--- src/rtl/decode_regfile_sb.sv ---
// -----------------------------------------------------------------------------
// decode_regfile_sb
//
// Register file with an integrated scoreboard for the decode stage.
// Two combinational read ports, one writeback port, and one busy bit per
// register that marks a value still being produced by an in-flight
// instruction. A stall is raised when the instruction in decode reads or
// overwrites a register whose value is still pending.
//
// Optional feature (compile-time macro REGFILE_BYPASS_EN):
//   When defined, a writeback forwards its data to a same-cycle read of the
//   same register and clears that read's hazard in the same cycle. When
//   undefined, reads see the pre-write value and the hazard clears one cycle
//   after the writeback.
//
// Parameters:
//   NUM_REGISTERS      number of architectural registers
//   LOG_NUM_REGISTERS  address width, clog2(NUM_REGISTERS)
//   WIDTH              data width
//   ZERO_REG           1 = register 0 reads 0, ignores writes, never busy
//
// Ports:
//   clk, reset         clock, asynchronous active-high reset
//   ra, rb             read addresses; ra_en/rb_en say the operand is used
//   a, b               read data (combinational)
//   issue_valid        decode wants to issue this cycle
//   issue_we/dst       issuing instruction writes register issue_dst
//   issue_ack          issue accepted (issue_valid && !stall)
//   stall              hazard, decode must hold
//   writeEnable/Addr,d writeback port
//   busy               per-register pending bits
// -----------------------------------------------------------------------------
module decode_regfile_sb #(
  parameter int NUM_REGISTERS     = 8,
  parameter int LOG_NUM_REGISTERS = 3,
  parameter int WIDTH             = 16,
  parameter int ZERO_REG          = 1
) (
  input  logic                         clk,
  input  logic                         reset,
  input  logic [LOG_NUM_REGISTERS-1:0] ra,
  input  logic [LOG_NUM_REGISTERS-1:0] rb,
  input  logic                         ra_en,
  input  logic                         rb_en,
  output logic [WIDTH-1:0]             a,
  output logic [WIDTH-1:0]             b,
  input  logic                         issue_valid,
  input  logic                         issue_we,
  input  logic [LOG_NUM_REGISTERS-1:0] issue_dst,
  output logic                         issue_ack,
  output logic                         stall,
  input  logic                         writeEnable,
  input  logic [LOG_NUM_REGISTERS-1:0] writeAddr,
  input  logic [WIDTH-1:0]             d,
  output logic [NUM_REGISTERS-1:0]     busy
);

  logic [WIDTH-1:0]         regs_q [NUM_REGISTERS];
  logic [WIDTH-1:0]         regs_d [NUM_REGISTERS];
  logic [NUM_REGISTERS-1:0] busy_q;
  logic [NUM_REGISTERS-1:0] busy_d;

  logic [WIDTH-1:0] a_val;
  logic [WIDTH-1:0] b_val;
  logic             fwd_a;
  logic             fwd_b;
  logic             haz_a;
  logic             haz_b;
  logic             haz_w;
  logic             stall_int;
  logic             ack_int;
  logic             wb_ok;

  // Addresses beyond NUM_REGISTERS exist only when it is not a power of two.
  function automatic logic in_range(input logic [LOG_NUM_REGISTERS-1:0] addr);
    return (int'(addr) < NUM_REGISTERS);
  endfunction

  function automatic logic is_zero_reg(input logic [LOG_NUM_REGISTERS-1:0] addr);
    return (ZERO_REG != 0) && (addr == '0);
  endfunction

  function automatic logic writable(input logic [LOG_NUM_REGISTERS-1:0] addr);
    return in_range(addr) && !is_zero_reg(addr);
  endfunction

  function automatic logic bit_at(input logic [NUM_REGISTERS-1:0]     v,
                                  input logic [LOG_NUM_REGISTERS-1:0] addr);
    logic r;
    r = 1'b0;
    if (in_range(addr)) r = v[addr];
    return r;
  endfunction

  // ---------------------------------------------------------------------------
  // Read ports and optional writeback forwarding
  // ---------------------------------------------------------------------------
  always_comb begin
    a_val = '0;
    b_val = '0;
    if (in_range(ra)) a_val = regs_q[ra];
    if (in_range(rb)) b_val = regs_q[rb];
`ifdef REGFILE_BYPASS_EN
    fwd_a = writeEnable && in_range(ra) && (writeAddr == ra);
    fwd_b = writeEnable && in_range(rb) && (writeAddr == rb);
    if (fwd_a) a_val = d;
    if (fwd_b) b_val = d;
`else
    fwd_a = 1'b0;
    fwd_b = 1'b0;
`endif
    // Zero-register masking wins over forwarding.
    if (is_zero_reg(ra)) a_val = '0;
    if (is_zero_reg(rb)) b_val = '0;
  end

  assign a = a_val;
  assign b = b_val;

  // ---------------------------------------------------------------------------
  // Hazard detection
  // ---------------------------------------------------------------------------
  always_comb begin
    haz_a     = ra_en && bit_at(busy_q, ra) && !fwd_a;
    haz_b     = rb_en && bit_at(busy_q, rb) && !fwd_b;
    // A writeback landing on the destination this cycle retires the old
    // producer, so the new one may issue even without forwarding.
    haz_w     = issue_we && bit_at(busy_q, issue_dst)
                && !(writeEnable && (writeAddr == issue_dst));
    stall_int = issue_valid && (haz_a || haz_b || haz_w);
    ack_int   = issue_valid && !stall_int;
  end

  assign stall     = stall_int;
  assign issue_ack = ack_int;

  // ---------------------------------------------------------------------------
  // Next-state: register contents and scoreboard
  // ---------------------------------------------------------------------------
  always_comb begin
    wb_ok  = writeEnable && writable(writeAddr);
    regs_d = regs_q;
    busy_d = busy_q;
    if (wb_ok) begin
      regs_d[writeAddr] = d;
      busy_d[writeAddr] = 1'b0;
    end
    // Set after clear: a new producer issued in the writeback cycle of the
    // old one leaves the register pending.
    if (ack_int && issue_we && writable(issue_dst)) busy_d[issue_dst] = 1'b1;
    if (ZERO_REG != 0) busy_d[0] = 1'b0;
  end

  // ---------------------------------------------------------------------------
  // State registers
  // ---------------------------------------------------------------------------
  always_ff @(posedge clk or posedge reset) begin
    if (reset) begin
      for (int i = 0; i < NUM_REGISTERS; i++) regs_q[i] <= '0;
      busy_q <= '0;
    end else begin
      regs_q <= regs_d;
      busy_q <= busy_d;
    end
  end

  assign busy = busy_q;

endmodule

--- config.mk ---
export PLATFORM = sky130hd
export DESIGN_NAME = decode_regfile_sb
export DESIGN_NICKNAME = d
export VERILOG_FILES = /design/src/rtl/decode_regfile_sb.sv
export SDC_FILE = /design/constraint.sdc
export NUM_CORES = 1
export LEC_CHECK = 0
export BUFFER_PORTS_ARGS = -buffer_cell sky130_fd_sc_hd__buf_2
export CORE_MARGIN = 3
export CORE_UTILIZATION = 60
export CTS_CLUSTER_DIAMETER = 30
export DETAILED_ROUTE_END_ITERATION = 10
export GPL_ROUTABILITY_DRIVEN = 0
export GPL_TIMING_DRIVEN = 0
export PLACE_DENSITY = 0.82
export SYNTH_ARGS = -nofsm -noshare
export SYNTH_HDL_FRONTEND = slang
export SYNTH_SLANG_ARGS = --single-unit
--- constraint.sdc ---
create_clock -name clk -period 8.1 [get_ports clk]
set_input_delay 0.405 -clock clk [delete_from_list [all_inputs] [get_ports clk]]
set_output_delay 0.405 -clock clk [all_outputs]
set_load 0.01 [all_outputs]
# == Yosys cells after proc, flatten, opt, wreduce, memory -nomap -nowiden ==
# Index checks and enable logic that the tools add are counted.
# classes
magnitude_cmp,10
eq_ne,1
n_mux,23
n_bitwise,6
n_reduce_logical,23
# op_table
cell,count
128-bit bitwise mux,1
16-bit two-way mux,7
16-bit binary-select mux with 3-bit select,2
16-bit demux with 3-bit select,1
3-bit by 4-bit < comparator with 1-bit output (second input constant),4
8-bit two-way mux,2
1-bit logical AND,13
4-bit greater-or-equal comparator (second input constant),3
3-bit zero test,4
3-bit NOT with 4-bit output,3
1-bit binary-select mux with 3-bit select,3
8-bit AND,1
8-bit NOT,1
8-bit bitwise OR,1
1-bit demux with 3-bit select,2
3-bit by 1-bit greater-or-equal comparator with 1-bit output (second input constant),2
1-bit two-way mux,5
1-bit zero test,4
4-bit by 1-bit < comparator with 1-bit output (second input constant),1
3-bit equality test,1
1-bit logical OR,2
# totals
ff_bits,135

# == Logic depth before layout (Yosys ltp) ==
# depth
word_depth,11
ltp_mapped,7
ltp_nobuf,5

# == Least setup slack after synthesis ==
# Ideal clock, no wire load.
# synth_timing
path_kind,input port to output port
from,input rb[0]
to,output issue_ack
arrival_ns,1.762
required_time_ns,7.695
slack_ns,5.933
stages,6
cell_sequence,buf_6 mux2_2 a221o_1 and3_1 a31oi_4 and3_1
# synth_via
elab_chain_cells,8
# synth_rtl
item,line,text
"start, declared",42,"input logic [LOG_NUM_REGISTERS-1:0] rb,"
1-bit binary-select mux with 3-bit select,91,if (in_range(addr)) r = v[addr];
1-bit two-way mux (implied by the code),91,
1-bit logical AND,125,"haz_b = rb_en && bit_at(busy_q, rb) && !fwd_b;"
1-bit logical OR (2 in series),130,stall_int = issue_valid && (haz_a || haz_b || haz_w);
1-bit logical AND,130,
1-bit zero test,131,ack_int = issue_valid && !stall_int;
1-bit logical AND,131,
"end, declared",50,"output logic issue_ack,"
# No other way between the ends. The select of a mux whose other input is x is not followed.

# == Worst setup path after layout ==
# layout_timing
from,input ra[0]
to,output a[9]
# layout_via
elab_chain_cells,5
word_cells_on_any_way,6
cone_classes,4 x mux; 1 x bitwise; 1 x reduce/logical
# layout_rtl
item,line,text
"start, declared",41,"input logic [LOG_NUM_REGISTERS-1:0] ra,"
3-bit NOT with 4-bit output (implied by the code),101,if (in_range(ra)) a_val = regs_q[ra];
16-bit binary-select mux with 3-bit select,101,
16-bit two-way mux (implied by the code) (2 in series),101,
16-bit two-way mux (*),113,if (is_zero_reg(ra)) a_val = '0;
"end, declared",45,"output logic [WIDTH-1:0] a,"
# Mark *: on every way between the ends. The rest lies on a longest branch, timed or not. The select of a mux whose other input is x is not followed.

==> out/results.ini <==
[cts]
cts_buffers=17
clk_pin_slew_ns=0.06
h-tree-depth=4
cts_root_buffer=clkbuf_8
cts_tree=built
clk_latency_ns=0.53
cts_buffer_depth=2
clock_sinks=119
cts_resized=0

[yosys]
synth_most_common_cell=mux2_2
synth.distinct_cells=37
synth_warnings=0
synth.area.top_cells=dfrtp_1 46%, mux2_2 25%, mux4_2 12%
synth_top_area_cell=dfrtp_1
syn_inst=498
yosys_register_bits=119
synth_edf_count=0
synthTopCellsByCount=146 x mux2_2, 119 x dfrtp_1, 34 x mux4_2
syn_avg_cell_area_um2=13.1
netlist_area_mm2=0.00653
yosysSeqAreaShare_pct=45.6
synth_top_area_share_pct=45.6
synthArstFlopShare_pct=100
synth_ff_type=dfrtp_1
syn_nets=533

[timing]
maxSlewHeadroom_pct=43.8
layout_min_cycle_time_ns=2.90
tightest_slew_ns=0.844
hold_viol_final=0
slew_viol_final=0
rsz0062_at_grt=false
setup_tns_ns=0
fmax_ghz=0.345
fin_worst_skew_ns=0.00218
finalSetupViolCount=0
fin_crit_sh_pct=35.8
fin_ws_ns=5.20

[floorplanning]
die_w_um=110
start_util_pct=62.4
ios=77
rows=37
die_y_um=110
fp.dieArea_mm2=0.0122
core_mm2=0.0105

[global_route]
grt_pass1_vias=5025
antenna_found_initial=0
grt_max_degree=105
grt_pass1_wl_mm=26.7
overflow=0
grt_usage_pct=29.9

[critical_path]
slowest_delay_ns=0.60
critPathMaxFanout=10
cpMostUsedCell=buf_2
r2r_setup_slack_ns=6.20
startpoint_type=primary input
crit_buf_inv=4
crit_slowest_cell=buf_1
path_delay_family=buffers and inverters
crit_chain=buf_2, buf_1, clkbuf_1, a22oi_1, o21ai_0, buf_2
endpoint_kind=output pin
critical_path_class=in2out
worstPathRequired_ns=7.70
arrival_ns=2.50

[place]
port_buffers=64
place_inst=699
hpwlAfterDp_mm=11.1
place_ws_ns=5.31
postPlaceCellArea_mm2=0.00705

[layout]
area_delta_synth_final_pct=17.3
final-seq-area_mm2=0.00298
drive_above_1_share_pct=49.7
layout.nets=618
diodes=0
multi_input_area_mm2=0.00332
final_area_mm2=0.00766
fin_cells=732
n_fill_cell=694

[flow_run]
maxCapViolCount=0

[route]
routedWlPerCell_um=23.5
drt_wl_total_mm=17.2
vias=4777
antenna_left=0
drc=0
dr.pass1.iters=5
post_drt_via_cell_ratio=6.53
drt_iter0_drc=491

[power_and_ir_drop]
peakVddDrop_mv=0.211
p_per_area_mw_per_mm2=268
leakagePower_nw=3.28

[status]
status=complete, no violations

[worst_hold_path]
timing.hold.worst.class=in2reg

-- per-stage QoR --
| stage | utilization [%] | power, mW | hold WS [ns] |
|---|---|---|---|
| after detailed placement | 67.4 | 1.29 | 0.337 |
| after global placement | 67.1 | 1.26 | 0.499 |
| after CTS | 73.2 | 2.05 | 0.187 |
| after global routing | 73.2 | 2.14 | 0.188 |
| final | 73.2 | 2.05 | 0.199 |
| after floorplan | - | 1.15 | 0.491 |
-- cells by family (layout without fill, tap and decap cells) --
logic type | after synthesis | in the layout | share of synthesized area (%)
multiplexers | 184 | 184 | 37.5
flip-flops | 119 | 119 | 45.6
AO/OA/AOI/OAI | 78 | 78 | 8.36
AND/OR/NAND/NOR | 61 | 61 | 4.58
buffers and inverters | 52 | 150 | 3.45
XOR/XNOR | 3 | 3 | 0.403
other | 1 | 1 | 0.0574
-- path summary, 6_finish.rpt --
check / depth (start not counted) / to / startpoint
max: 6 / a[9] / ra[0]
min: 2 / regs_q[64] / d[0]
max reg2reg: 5 / busy[6] / busy[7]
min reg2reg: 1 / regs_q[32] / regs_q[32]
max in group asynchronous: 4 / regs_q[75] / reset
min in group asynchronous: 3 / regs_q[3] / reset
-- flip-flops by register name, summed over array words and instances (netlist names) --
name / flops
regs_q: 112
busy: 7
-- report_power, final --
part	internal, mW	total (mW)	switching, mW
clock	0.471	0.755	0.284
sequential	0.726	0.828	0.101
combinational	0.268	0.470	0.202
total	1.46	2.05	0.587
-- layout make-up --
cell class | instances | area share, %
inverters | 8 | 0.458
repair buffers | 66 | 4.67
well taps | 136 | 2.22
clock buffers | 18 | 5.46
flip-flops and latches | 119 | 38.9
plain buffers | 44 | 2.55
multi-input cells | 327 | 43.4
clock inverters | 14 | 2.32
-- per-layer routing --
metal  up-vias  GRT usage, %  part of all wire [%]
li1       2052             -                     -
met1      2449          38.2                    40
met2       234          48.7                    50
met3        42          8.62                   7.9
met4         0          11.6                   2.1
met5         -             0                     0
-- placed cells by master, fill, tap and decap left out, drive strengths merged, types with 2 or more instances in the layout --
cell        n
mux2      146
dfrtp     119
buf        88
clkbuf     39
mux4       34
nand2      32
a22oi      28
o21ai      28
inv         9
nor2b       7
a32o        6
clkinv      6
a221oi      5
a21oi       4
nand3       4
mux2i       4
clkinvlp    4
nor2        3
nand2b      3
xnor2       3
and3        3
bufinv      3
nor3        3
a21boi      2
-- timing repair --
action	4_1_cts	5_1_grt
buffers inserted	0	0
hold endpoints to repair	15	0
hold buffers	1	0
-- worst reg2reg max path, delay by kind of cell, from the launching register on --
kind / cells / cell delay, ns
AOI/OAI and AO/OA: 2 / 0.50
DFF: 1 / 0.42
muxes: 1 / 0.49
and+or+nand+nor: 2 / 0.43
Note: power is estimated with default switching activity, not from simulation.
